`config.mk`:
```
export PLATFORM = sky130hd
export DESIGN_NAME = fetch_prefetch_unit
export DESIGN_NICKNAME = d
export VERILOG_FILES = /design/src/rtl/fetch_prefetch_unit.sv
export SDC_FILE = /design/constraint.sdc
export NUM_CORES = 1
export LEC_CHECK = 0
export CORE_ASPECT_RATIO = 1.1
export CORE_MARGIN = 2
export CORE_UTILIZATION = 61
export CTS_CLUSTER_SIZE = 30
export DETAILED_ROUTE_END_ITERATION = 7
export GPL_ROUTABILITY_DRIVEN = 0
export PLACE_DENSITY_LB_ADDON = 0.1
export SYNTH_ARGS = -nofsm -noshare
export SYNTH_HDL_FRONTEND = slang
export SYNTH_SLANG_ARGS = --single-unit
```
`constraint.sdc`:
```
create_clock -name Clk -period 9.9 [get_ports Clk]
set_input_delay 2.475 -clock Clk [delete_from_list [all_inputs] [get_ports Clk]]
set_output_delay 2.475 -clock Clk [all_outputs]
set_load 0.02 [all_outputs]
```
`src/rtl/fetch_prefetch_unit.sv`:
```
// fetch_prefetch_unit
// Instruction fetch stage: owns the fetch PC, requests words from instruction
// memory over a req/ack handshake, buffers them in a circular prefetch queue
// and presents the head instruction to decode. Branch/jump redirects flush the
// queue and restart fetching at the target; a request already in flight when
// the redirect arrives is completed and its data discarded (DROP state).
//
// Optional feature macro: FETCH_BYPASS_EN
//   defined   - an acked word is forwarded combinationally to the Inst* outputs
//               when the queue is empty (0-cycle ack-to-valid latency).
//   undefined - every word passes through the queue (1-cycle latency).
//
// state  | meaning
// S_IDLE | no request outstanding; waits for queue room
// S_WAIT | request outstanding at IMemAddr for the sequential fetch PC
// S_DROP | stale request outstanding; its data is discarded, target in r_tgt
module fetch_prefetch_unit #(
  parameter logic [31:0] RESET_PC = 32'h0000_0000,
  parameter int          DEPTH    = 4
) (
  input  logic        Clk,
  input  logic        Reset,
  output logic        IMemReq,
  output logic [31:0] IMemAddr,
  input  logic        IMemAck,
  input  logic [31:0] IMemData,
  output logic [31:0] Instruction,
  output logic [31:0] InstPC,
  output logic        InstValid,
  input  logic        InstReady,
  input  logic        BranchTaken,
  input  logic [31:0] BranchOffset,
  input  logic        Jump,
  input  logic [25:0] JumpTarget
);

  localparam int PW = (DEPTH > 1) ? $clog2(DEPTH) : 1;
  localparam int CW = PW + 1;
  localparam logic [CW-1:0] DEPTH_C = CW'(DEPTH);

  typedef enum logic [1:0] {
    S_IDLE = 2'd0,
    S_WAIT = 2'd1,
    S_DROP = 2'd2
  } state_t;

  state_t        r_state;
  state_t        w_state_nxt;
  logic [31:0]   r_addr;
  logic [31:0]   w_addr_nxt;
  logic [31:0]   r_tgt;
  logic [31:0]   w_tgt_nxt;

  logic [31:0]   r_qdata [DEPTH];
  logic [31:0]   r_qpc   [DEPTH];
  logic [PW-1:0] r_wptr;
  logic [PW-1:0] r_rptr;
  logic [CW-1:0] r_count;
  logic [CW-1:0] w_count_nxt;

  logic          w_q_valid;
  logic          w_byp;
  logic          w_consume;
  logic          w_redirect;
  logic          w_push;
  logic          w_pop;
  logic [31:0]   w_seq_pc;
  logic [31:0]   w_target;

  assign w_q_valid = (r_count != '0);
  assign IMemReq   = (r_state != S_IDLE);
  assign IMemAddr  = r_addr;

`ifdef FETCH_BYPASS_EN
  // Forward the acked word straight to decode when nothing is queued ahead of it
  always_comb begin
    w_byp       = (r_state == S_WAIT) && IMemAck && !w_q_valid;
    InstValid   = w_q_valid || w_byp;
    Instruction = 32'h0;
    InstPC      = 32'h0;
    if (w_q_valid) begin
      Instruction = r_qdata[r_rptr];
      InstPC      = r_qpc[r_rptr];
    end else if (w_byp) begin
      Instruction = IMemData;
      InstPC      = IMemAddr;
    end
  end
`else
  // Head of the queue drives decode; all-zero NOOP when the queue is empty
  always_comb begin
    w_byp       = 1'b0;
    InstValid   = w_q_valid;
    Instruction = 32'h0;
    InstPC      = 32'h0;
    if (w_q_valid) begin
      Instruction = r_qdata[r_rptr];
      InstPC      = r_qpc[r_rptr];
    end
  end
`endif

  // Redirect detection and target arithmetic (jump wins over branch)
  always_comb begin
    w_consume  = InstValid && InstReady;
    w_redirect = w_consume && (Jump || BranchTaken);
    w_seq_pc   = InstPC + 32'd4;
    if (Jump) begin
      w_target = {w_seq_pc[31:28], JumpTarget, 2'b00};
    end else begin
      w_target = w_seq_pc + (BranchOffset << 2);
    end
  end

  // Queue push/pop decisions; a bypassed word consumed in its ack cycle is not stored
  always_comb begin
    w_push      = (r_state == S_WAIT) && IMemAck && !w_redirect && !(w_byp && w_consume);
    w_pop       = w_consume && w_q_valid;
    w_count_nxt = r_count + CW'(w_push) - CW'(w_pop);
  end

  // Fetch FSM next-state, next request address and pending redirect target
  always_comb begin
    w_state_nxt = r_state;
    w_addr_nxt  = r_addr;
    w_tgt_nxt   = r_tgt;
    case (r_state)
      S_IDLE: begin
        if (w_redirect) begin
          w_addr_nxt  = w_target;
          w_state_nxt = S_WAIT;
        end else if (r_count < DEPTH_C) begin
          w_state_nxt = S_WAIT;
        end
      end
      S_WAIT: begin
        if (w_redirect) begin
          if (IMemAck) begin
            w_addr_nxt  = w_target;
            w_state_nxt = S_WAIT;
          end else begin
            w_tgt_nxt   = w_target;
            w_state_nxt = S_DROP;
          end
        end else if (IMemAck) begin
          w_addr_nxt  = r_addr + 32'd4;
          w_state_nxt = (w_count_nxt < DEPTH_C) ? S_WAIT : S_IDLE;
        end
      end
      S_DROP: begin
        if (w_redirect) begin
          if (IMemAck) begin
            w_addr_nxt  = w_target;
            w_state_nxt = S_WAIT;
          end else begin
            w_tgt_nxt   = w_target;
          end
        end else if (IMemAck) begin
          w_addr_nxt  = r_tgt;
          w_state_nxt = S_WAIT;
        end
      end
      default: begin
        w_state_nxt = S_IDLE;
      end
    endcase
  end

  // FSM state and address registers
  always_ff @(posedge Clk or posedge Reset) begin
    if (Reset) begin
      r_state <= S_IDLE;
      r_addr  <= RESET_PC;
      r_tgt   <= RESET_PC;
    end else begin
      r_state <= w_state_nxt;
      r_addr  <= w_addr_nxt;
      r_tgt   <= w_tgt_nxt;
    end
  end

  // Queue pointers and occupancy; a redirect empties the queue
  always_ff @(posedge Clk or posedge Reset) begin
    if (Reset) begin
      r_wptr  <= '0;
      r_rptr  <= '0;
      r_count <= '0;
    end else if (w_redirect) begin
      r_wptr  <= '0;
      r_rptr  <= '0;
      r_count <= '0;
    end else begin
      if (w_push) r_wptr <= r_wptr + PW'(1);
      if (w_pop)  r_rptr <= r_rptr + PW'(1);
      r_count <= w_count_nxt;
    end
  end

  // Queue storage; contents are only observed through valid entries
  always_ff @(posedge Clk) begin
    if (w_push) begin
      r_qdata[r_wptr] <= IMemData;
      r_qpc[r_wptr]   <= r_addr;
    end
  end

endmodule

```
==> summary.md, run 1 <==
The run gives 0 as the number of hold-slack violations in the final timing report. The first-pass GRT wire length was 63400 um; the initial antenna violation count was 1. In this run the post-CTS setup repair buffer count came out at 0. Before antenna repair, the detailed router went through 5 iterations. Dividing the final minimum period by the clock period gives 64.0%.

The number of placed instances, taps included, is 1805. After detailed routing, the average wire length per cell comes to 22.4 um. The number of hold buffers added after CTS was 0. The maximum vdd drop is 0.378 mV. The worst setup path is of the reg -> out kind.

In this run the worst path has a maximum fanout of 56. The worst setup path is captured at an output port. The final total negative setup slack is 0 ns. The die is 177 um tall.

The most common cell in the synthesized netlist is sky130_fd_sc_hd__edfxtp_1. The number of antenna diodes in the final layout is 0. The post-cts sizing count came out at 0. Walking the worst path, the cells encountered are buf_4 > nand2_1 > and3_1 > a311oi_1 > clkdlybuf4s50_1.

In the routed design, unresolved DRC markers number 0. After clock tree synthesis, the clock-pin slew on the worst setup and hold paths is 0.06 ns. After synthesis the netlist holds a flip-flop and latch count of 329.

The number of max-capacitance violations reported is 0. Entering global routing, the biggest net connects 74 pins. After floorplanning, the core was divided into 63 placement rows. After detailed routing, the number of vias per cell comes to 6.38. In this run, synthesis inferred 256 flip-flops with an integrated enable. The multi-input combinational cells in the finished layout cover a total of 0.00661 mm^2. In this run the static leakage power is 7.11 nW. The number of nets in the synthesized netlist is 1443. In the global route stage, overall resource usage came out at 29.1%.

The flow ran to the end, and the final reports show no timing, DRC or antenna violations. At the later pin of the worst-skew pair, clock insertion delay measures 0.51 ns. The clock root buffer master is sky130_fd_sc_hd__clkbuf_16. Clock tree synthesis inserted a total of 34 buffers. Class of the tightest hold or removal check: reg -> reg.

After synthesis, the cell types taking the most area are sky130_fd_sc_hd__edfxtp_1 (46%), sky130_fd_sc_hd__dfrtp_1 (11%), sky130_fd_sc_hd__mux4_2 (7.6%), sky130_fd_sc_hd__ha_1 (3.1%), sky130_fd_sc_hd__and2_1 (2.9%). sky130_fd_sc_hd__edfxtp_1 takes more of the synthesized area than any other cell. Among all flip-flop cells after synthesis, the most frequent one is sky130_fd_sc_hd__edfxtp_1. The clock passes through at most 3 buffers. The largest individual stage delay along the critical path comes from the cell sky130_fd_sc_hd__dfrtp_4. The synthesized area is 0.0166 mm^2, and the area growth from synthesis to layout is 19.5%.

The count of final max-slew check failures is 0, and the total number of yosys warnings is 0. The commonest cells after synthesis are sky130_fd_sc_hd__edfxtp_1 (256), sky130_fd_sc_hd__nand2_1 (114), sky130_fd_sc_hd__o21ai_0 (88), sky130_fd_sc_hd__a21oi_1 (85), sky130_fd_sc_hd__and2_1 (77). Setup repair after global routing left no endpoint under its margin.

Detailed router's first-iteration violation count: 1019. The core region is 0.0268 mm^2. The via count of the first global-routing pass was 11.6k; the number of instances in the synthesized netlist was 1304. The transition time at the pin with the least slew margin came out at 1.05 ns. During I/O placement, the number of pins put on the boundary was 194. The number of input and output port buffers inserted was 191; the overall die area was 0.0285 mm^2. Count of placed standard cells in the final layout, fillers left out: 1864.

The areal power density over the cells was 346 mW/mm^2; the sequential cell area was 0.00952 mm^2. In this run the horizontal extent of the chip is 161 um. The average instance in the mapped netlist occupies 12.7 um^2. Share of final-layout standard cells stronger than drive strength 1: 10.1%. The total overflow left after global routing is 0.

Setup violations remaining at the end of the flow were counted as 0. CTS built an H-tree with a depth of 2. In the synthesized netlist the async set-or-reset flop fraction comes to 22.2%. The run gives 1844 as the filler cell count. The fraction of synthesized cell area taken by the top area cell type works out to 46.4%.

The final net count came out at 1623. TritonCTS built the clock tree. Wires add up to 41800 um. The detailed-route via count was 11.9k.

The worst setup path is launched from a register. The worst clock skew is 0.0139 ns, and the highest clock rate is 158 MHz. The initial utilization of the core area, before any placement, comes to 61.8%.

Summed over all nets, the half-perimeter wirelength after detailed placement is 27300 um. The shortest clock period the worst path allows after layout was 6.33 ns; the largest incremental delay on the critical path was 1.12 ns. For this design, the sink count on the clock tree is 329. Yosys mapped the design onto 78 distinct sky130hd cell types. The sequential share of the synthesized area was 57.5%; the core utilization of the finished layout was 73.8%. For the worst setup path, the data required time is 7.43 ns. Measured against its own limit, the worst slew margin works out to 29.4%. The number of routed nets with antenna violations was 0; the data arrival time of the critical path was 3.86 ns.
==> registers in the layout, summed over array words and instances (netlist names) <==
register	cells
r_qdata	128
r_qpc	128
IMemAddr	32
r_tgt	32
r_count	3
r_rptr	2
r_state	2
r_wptr	2
==> worst paths after layout <==
kind	startpoint	cells after the start	slack (ns)	endpoint
max	r_rptr[0]	5	3.57	InstPC[22]
min	r_tgt[10]	2	0.48	r_tgt[10]
max reg2reg	r_count[2]	21	3.94	r_tgt[30]
min reg2reg	r_tgt[10]	2	0.48	r_tgt[10]
max in group asynchronous	Reset	3	6.58	r_rptr[1]
min in group asynchronous	Reset	3	2.57	r_tgt[31]
==> cell families (layout without fill, tap and decap cells) <==
group,after synthesis,after routing,share of synthesized area [%]
adder cells (fa/ha/maj),43,43,3.34
multiplexers,73,73,9.24
flip-flops,329,329,57.5
buffers and inverters,99,302,2.64
XOR/XNOR,68,68,3.69
AND/OR/NAND/NOR,385,385,11.9
AO/OA/AOI/OAI,307,307,11.7
==> cells in the final DEF (no fill, tap or decap), drive strengths merged, types with 8 or more instances in the layout <==
cell type,instances
clkbuf,37
nor2b,8
xor2,26
a221oi,15
o21a,10
dfrtp,73
edfxtp,256
nand3,47
nor3,15
and2,78
inv,38
nand2,114
ha,41
nand2b,13
mux2i,10
mux4,62
xnor2,42
o211ai,15
nor2,66
a21o,19
a21oi,85
o21ai,93
nand4,12
clkdlybuf4s50,190
and3,11
buf,17
clkinv,18
==> stage by stage <==
stage	power (mW)	hold slack, ns	instance area (um^2)	worst slack (ns)
3_3_place_gp	5.54	0.459	18700	3.78
6_report	6.84	0.483	19800	3.57
4_1_cts	6.83	0.480	19800	3.45
2_1_floorplan	4.40	0.445	16600	4.47
3_5_place_dp	5.61	0.467	18700	3.75
5_1_grt	7.20	0.497	19800	3.28
==> final cells by class <==
type / instances / area share (%)
clock inverters: 22 / 0.753
multi-input cells: 876 / 33.4
clock buffers: 37 / 4.52
well taps: 357 / 2.26
repair buffers: 207 / 10.2
flip-flops and latches: 329 / 48.1
inverters: 36 / 0.683
==> per-layer routing <==
layer	track usage [%]	wire, um
met3	4.08	3040
met5	0	13
met2	49.1	20700
met4	11.0	1500
met1	38.9	16600
==> critical path, delay by kind of cell, from the launching register on <==
kind	cells	cell delay (ns)
compound gates	1	0.50
flops	1	1.12
buf+inv	2	1.35
simple gates	2	0.33
==> power by group <==
| group | switching [mW] | internal (mW) |
|---|---|---|
| sequential | 0.316 | 1.84 |
| clock | 0.518 | 0.681 |
| combinational | 1.98 | 1.50 |
No activity file was read; power rests on OpenSTA's default activity.
==> inputs of run 2 (changes only) <==
CORE_UTILIZATION = 57   (was 61)
clock period = 6.6 ns   (was 9.9 ns; I/O delays follow)
==> summary.md, run 2 (synthesis results as in run 1) <==
The final net count is 1623 (unchanged), and the cell area after placement is 0.0188 mm^2 (+0.14%). TritonCTS built the clock tree. The number of routed nets with antenna violations was 0 (unchanged); the highest net fanout along the worst path was 47 (-16%).

The total global routing overflow was 0 (unchanged). The clock-pin transition on the worst setup and hold timing paths works out to 0.06 ns (about the same). Number of clock sinks: 329 (unchanged).

In the final layout, the registers with the most flip-flops are r_qdata: 128 flops, r_qpc: 128 flops. The leakage power is 7.08 nW (-0.44%), and the final total negative setup slack is 0 ns (unchanged). For the total CTS buffers, the log shows 34 (unchanged). The logs give 0.0304 mm^2 (+6.9%) for the overall die area and 1347 (+32%) for the detailed router's first-iteration violation count. The post-CTS repair timing setup buffer count is 0 (unchanged). The wire length per cell is 22.5 um (+0.21%), and the sequential cell area is 0.00952 mm^2 (unchanged). The slowest stage of the critical path is the sky130_fd_sc_hd__dfrtp_4 cell.

STA classifies the critical path endpoint as a register. The maximum vdd drop came out at 0.352 mV (-7.1%). Area growth from synthesis to layout: 19.4% (about the same). The tools report the deepest level of the CTS H-tree as 2 (unchanged). The largest incremental delay on the critical path came out at 0.92 ns (-0.20 ns). For the highest clock rate, the log shows 185 MHz.

The number of hold-slack violations in the final timing report is 0 (unchanged). The class of the tightest hold or removal check was reg -> reg. The run gives 0 (unchanged) as the number of endpoints failing setup at the final stage.

The areal power density over the cells works out to 515 mW/mm^2 (+49%). The number of max-capacitance violations reported is 0 (unchanged), and the cell row count is 65 (+3.2%). The overall die height works out to 183 um (+3.4%). The post-route clock period utilization is 81.9%. Number of input and output port buffers inserted: 191 (unchanged). The top cell types in the final layout, fill and taps aside, are sky130_fd_sc_hd__edfxtp_1 (256), sky130_fd_sc_hd__clkdlybuf4s50_1 (190), sky130_fd_sc_hd__nand2_1 (114), sky130_fd_sc_hd__o21ai_0 (87), sky130_fd_sc_hd__a21oi_1 (85).

The tools report the largest buffer count on any clock path as 3 (unchanged). The cell depth of the worst flop-to-flop path was 18 (-14%). The signal on the critical path passes through mux4_2 > nand2_1 > inv_1 > ha_1 > and4_1 > nand3_2 > nor4b_2 > o211ai_1 > xnor2_1 > ha_1 > or2_2 > a21oi_1 > a21oi_1 > nor3_1 > a21oi_1 > a311oi_1 > o21ai_1 > a21oi_1. The tools report the detailed placer's ending HPWL as 27900 um (+2.0%). Setup repair after global routing left no endpoint under its margin.

Most common cell after layout, fill and taps aside: sky130_fd_sc_hd__edfxtp_1. The core area was 0.0286 mm^2 (+6.8%). Clock tree synthesis selected as its root buffer the cell sky130_fd_sc_hd__clkbuf_16.

The run gives 0.00661 mm^2 (unchanged) as the multi-input gate area in the final layout. The run gives 65000 um (+2.5%) as the first-pass GRT wire length. The tools report the final design instance area without fill as 0.0198 mm^2 (about the same). Counting stages on the worst path, the most repeated cell is sky130_fd_sc_hd__a21oi_1. The worst relative slew slack was 30.5% (+1.1 points). The tools report the effective utilization at floorplan as 57.8% (-3.9 points). Per-cell via count in the routed design: 6.21 (-2.8%).

The source-to-sink clock delay at the later pin of the worst-skew pair was 0.52 ns (about the same); the count of final max-slew check failures was 0 (unchanged). The worst setup path is launched from a register. The number of hold buffers added after CTS was 0 (unchanged); the detailed-route via count was 11.6k (-2.1%). The length of the first detailed-routing pass in iterations was 5 (unchanged).

The initial antenna violation count is 1 (unchanged), and the global routing usage summed across all routing layers is 27.5% (-1.6 points). The DRC violation count after routing came out at 0 (unchanged). For the required time of the critical path, the log shows 7.03 ns (-0.40 ns). The worst hold path depth came out at 2 (unchanged). The transition time at the pin with the least slew margin came out at 1.04 ns (-0.0110 ns). The post-cts sizing count came out at 0 (unchanged).

The tools report the via count of the first global-routing pass as 11.6k (+0.68%). The filler cell count came out at 2077 (+13%). The worst setup path is of the reg -> reg kind. The width of the die was 166 um (+3.4%); the worst clock skew was 0.0156 ns (+0.00177 ns). The shortest clock period the worst path allows after layout is 5.41 ns. The share of final-layout standard cells stronger than drive strength 1 works out to 9.68% (-0.40 points). For the data arrival time of the critical path, the log shows 5.83 ns (+1.97 ns). Number of top-level pins: 194 (unchanged). Total wirelength of the detailed-routed design: 42200 um (+0.91%).

The maximum number of pins on one net before global-route repair came out at 79 (+6.8%). The flow ran to the end, and the final reports show no timing, DRC or antenna violations.
==> run 2: cell types whose count changed in the layout (fill, tap and decap cells not counted), sizes merged <==
cell | before | now
inv | 38 | 37
diode | 0 | 1
bufinv | 1 | 0
clkinv | 18 | 14
clkinvlp | 1 | 3
clkbuf | 37 | 42
==> run 2: area by class of cell <==
cell class,instances,area share (%)
Clock buffer,42,4.61
Clock inverter,18,0.449
Timing Repair Buffer,207,10.3
Antenna cell,1,0.0127
Inverter,36,0.683
Sequential cell,329,48.2
Multi-Input combinational cell,876,33.4
Tap cell,368,2.33
==> run 2: per-layer routing <==
metal	up-vias	part of all wire, %	GRT usage [%]
met1	5766	42	38.0
met2	486	49	46.2
li1	5317	-	-
met3	79	6.3	3.65
met5	-	0	0
met4	0	2.9	8.59
==> run 2: power breakdown <==
part | switching (mW) | leakage [nW] | internal, mW
sequential | 0.442 | 3.21 | 2.76
combinational | 2.99 | 3.39 | 2.25
clock | 0.771 | 0.482 | 0.981
total | 4.20 | 7.08 | 5.99
==> run 2: through the flow <==
stage / total power, mW / setup slack, ns / hold WS [ns] / util, % / instances
after detailed placement: 8.41 / 1.26 / 0.466 / 65.6 / 1816
after global routing: 10.8 / 0.917 / 0.508 / 69.1 / 1876
after floorplan: 6.60 / 1.68 / 0.445 / - / 1304
after global placement: 8.33 / 1.32 / 0.459 / 65.6 / 1816
after CTS: 10.2 / 1.23 / 0.481 / 69.1 / 1876
final: 10.2 / 1.19 / 0.478 / 69.1 / 1877
==> run 2: path summary, 6_finish.rpt <==
check	end	slack (ns)	start
worst max-delay path	IMemAddr[30]	1.19	r_rptr[1]
worst min-delay path	r_tgt[31]	0.48	r_tgt[31]
worst max register to register	IMemAddr[30]	1.19	r_rptr[1]
worst min register to register	r_tgt[31]	0.48	r_tgt[31]
max in group asynchronous	r_rptr[0]	3.93	Reset
min in group asynchronous	IMemAddr[31]	1.69	Reset
==> run 2: critical path, delay by kind of cell, from the launching register on <==
| family | cells | cell delay (ns) |
|---|---|---|
| xor gates and xnor gates | 1 | 0.17 |
| DFF | 1 | 0.92 |
| muxes | 1 | 0.37 |
| and+or+nand+nor | 6 | 1.85 |
| AOI/OAI and AO/OA | 7 | 1.29 |
| buffers and inverters | 1 | 0.10 |
| adders and majority gates | 2 | 0.59 |
==> inputs of run 3 (changes only) <==
clock period = 5.1 ns   (was 6.6 ns; I/O delays follow)
==> summary.md, run 3 (synthesis results as in run 1) <==
The flow ran to the end, and the final reports show no timing, DRC or antenna violations. The clock-pin transition on the worst setup and hold timing paths is 0.06 ns (about the same). For the core utilization of the finished layout, the log shows 69.7% (+0.67 points).

The worst relative slew slack came out at 27.7% (-2.8 points). The final design instance area without fill is 0.0200 mm^2 (+0.97%). The logs give 11.7k (+0.80%) for the detailed-route via count and 0.0286 mm^2 (unchanged) for the core area. For the cell area after placement, the log shows 0.0189 mm^2 (+0.67%).

The wire length per cell is 22.6 um (+0.40%), and the area growth from synthesis to layout is 20.6%. The total CTS buffers came out at 34 (unchanged). The launch instance of the worst register-to-register path is r_rptr[0]. The deepest level of the CTS H-tree was 2 (unchanged). The tools report the overall power after layout as 13.4 mW (+31%). The tools report the worst clock skew as 0.0175 ns (+0.00184 ns). The startpoint identified for the worst hold timing path is r_tgt[10].

The tools report the initial antenna violation count as 2 (+1). TritonCTS built the clock tree. The leakage power is 7.19 nW (+1.6%). For the number of max-capacitance violations reported, the log shows 0 (unchanged). The library cell appearing most often on the critical path is sky130_fd_sc_hd__a21oi_1. The largest registers in the layout are r_qdata: 128 flops, r_qpc: 128 flops. Final hold slack: 0.475 ns (-0.00323 ns). The overall die height is 183 um (unchanged), and the DRC violation count after routing is 0 (unchanged).

The maximum number of pins on one net before global-route repair came out at 66 (-16%). In this run the worst setup path begins at r_rptr[0]. The total global routing overflow was 0 (unchanged). The start-to-end type of the worst setup path was reg -> reg. The transition time at the pin with the least slew margin is 1.08 ns (+0.0415 ns), and the post-route clock period utilization is 96.3% (+14 points). The number of hold buffers added after CTS is 0 (unchanged), and the count of placed standard cells in the final layout, fillers left out is 1890 (+0.69%). For the number of endpoints failing setup at the final stage, the log shows 0 (unchanged).

For this design, the slowest cell found on the critical path is sky130_fd_sc_hd__dfrtp_4. Most common cell after layout, fill and taps aside: sky130_fd_sc_hd__edfxtp_1. The detailed router's first-iteration violation count was 1108 (-18%). Via count of the first global-routing pass: 11.6k (+0.14%). The global routing usage summed across all routing layers was 28.0% (+0.48 points); the number of buffers and inverters on the critical path was 0 (-1). The final total negative setup slack came out at 0 ns (unchanged).

For the number of clock sinks, the log shows 329 (unchanged). In the layout the commonest cells are sky130_fd_sc_hd__edfxtp_1 (256), sky130_fd_sc_hd__clkdlybuf4s50_1 (190), sky130_fd_sc_hd__nand2_1 (114), sky130_fd_sc_hd__o21ai_0 (87), sky130_fd_sc_hd__a21oi_1 (85). The areal power density over the cells works out to 670 mW/mm^2 (+30%).

Per-cell via count in the routed design: 6.21 (+0.11%). The number of input and output port buffers inserted is 191 (unchanged). The logs give 0.467 mV (+33%) for the maximum vdd drop and 65 (unchanged) for the cell row count.

The count of final max-slew check failures is 0 (unchanged). The logs give 0 (unchanged) for the number of hold-slack violations in the final timing report and 204 MHz (+10%) for the highest clock rate. On the critical path the largest part of the delay comes from simple AND/OR/NAND/NOR gates. The signal on the critical path passes through mux4_1 > and2_1 > ha_1 > and4_1 > nand3_2 > nor4b_4 > o211ai_1 > xnor2_1 > ha_1 > or2_2 > a21oi_1 > a21oi_1 > nor3_1 > a21oi_1 > a311oi_1 > o21ai_1 > o21ai_1.

The logs give 0 (unchanged) for the number of routed nets with antenna violations and 5.52 ns (-1.51 ns) for the required time of the critical path. The logs give 42700 um (+1.1%) for the total wirelength of the detailed-routed design and 8 (+3) for the length of the first detailed-routing pass in iterations. First-pass GRT wire length: 66000 um (+1.5%).

Width of the die: 166 um (unchanged). For the source-to-sink clock delay at the later pin of the worst-skew pair, the log shows 0.51 ns (about the same). The tools report the filler cell count as 2066 (-0.53%).

The number of top-level pins was 194 (unchanged); the largest buffer count on any clock path was 3 (unchanged). For the smallest setup slack after layout, the log shows 0.188 ns (-1.01 ns). Setup repair after global routing left no endpoint under its margin. The overall die area was 0.0304 mm^2 (unchanged). The type of destination of the critical path was a register. The class of the tightest hold or removal check is reg -> reg.

The effective utilization at floorplan was 57.8% (unchanged); the final net count was 1635 (+0.74%). The highest net fanout along the worst path is 8 (-83%), and the shortest clock period the worst path allows after layout is 4.91 ns (-0.493 ns). Clock root buffer master: sky130_fd_sc_hd__clkbuf_16. Detailed placer's ending HPWL: 28700 um (+3.0%).

Data arrival time of the critical path: 5.34 ns (-0.49 ns). The total instance count after detailed placement was 1826 (+0.55%). The share of final-layout standard cells stronger than drive strength 1 came out at 10.5% (+0.84 points).

The largest incremental delay on the critical path was 0.54 ns (-0.38 ns); the post-placement setup slack was 0.286 ns (-0.975 ns). The type of origin of the critical path was a register.
[run 3: cell count changes in the layout (fill, tap and decap cells not counted), sizes merged]
cell	change
buf	+12
clkinvlp	-2
clkinv	+1
bufinv	+2
[run 3: path summary, 6_finish.rpt]
path                       depth (start not counted)      endpoint  slack, ns
min in group asynchronous                          3  IMemAddr[31]       1.14
max in group asynchronous                          3     r_rptr[1]       3.35
hold reg to reg                                    2     r_tgt[10]       0.47
setup reg to reg                                  17     r_tgt[30]       0.19
hold / removal                                     2     r_tgt[10]       0.47
setup / recovery                                  17     r_tgt[30]       0.19
[run 3: area by class of cell]
cell class | instances | area [um^2] | share of cell area [%]
diodes | 1 | 2.50 | 0.0125
clock buffers | 42 | 902 | 4.52
clock inverters | 19 | 141 | 0.708
inverters | 36 | 135 | 0.677
multi-input cells | 876 | 6620 | 33.2
flip-flops and latches | 329 | 9520 | 47.7
well taps | 368 | 460 | 2.31
repair buffers | 219 | 2180 | 10.9
[run 3: metal layers]
layer  vias up  track usage (%)  routed length (um)
met5         -                0                  13
met2       469             46.1               20800
met1      5829             38.6               17300
li1       5341                -                   -
met4         2             10.5                1660
met3       100             3.84                2870
[run 3: power breakdown]
part	internal [mW]	total (mW)	switching, mW	leakage (nW)
clock network	1.36	2.34	0.985	0.512
logic	2.97	6.93	3.96	3.47
registers	3.57	4.09	0.521	3.21
total	7.90	13.4	5.47	7.19
[run 3: timing repair]
action | in CTS | in global routing
endpoints found under the setup margin | 0 | 4
setup buffers | 0 | 2
gates resized for setup | 0 | 1
[run 3: worst register-to-register path, delay by kind of cell (launching register included)]
kind                       cells  cell delay (ns)
and+or+nand+nor                6             1.82
AOI/OAI and AO/OA              7             1.27
adders and majority gates      2             0.65
DFF                            1             0.54
muxes                          1             0.38
xor gates and xnor gates       1             0.16
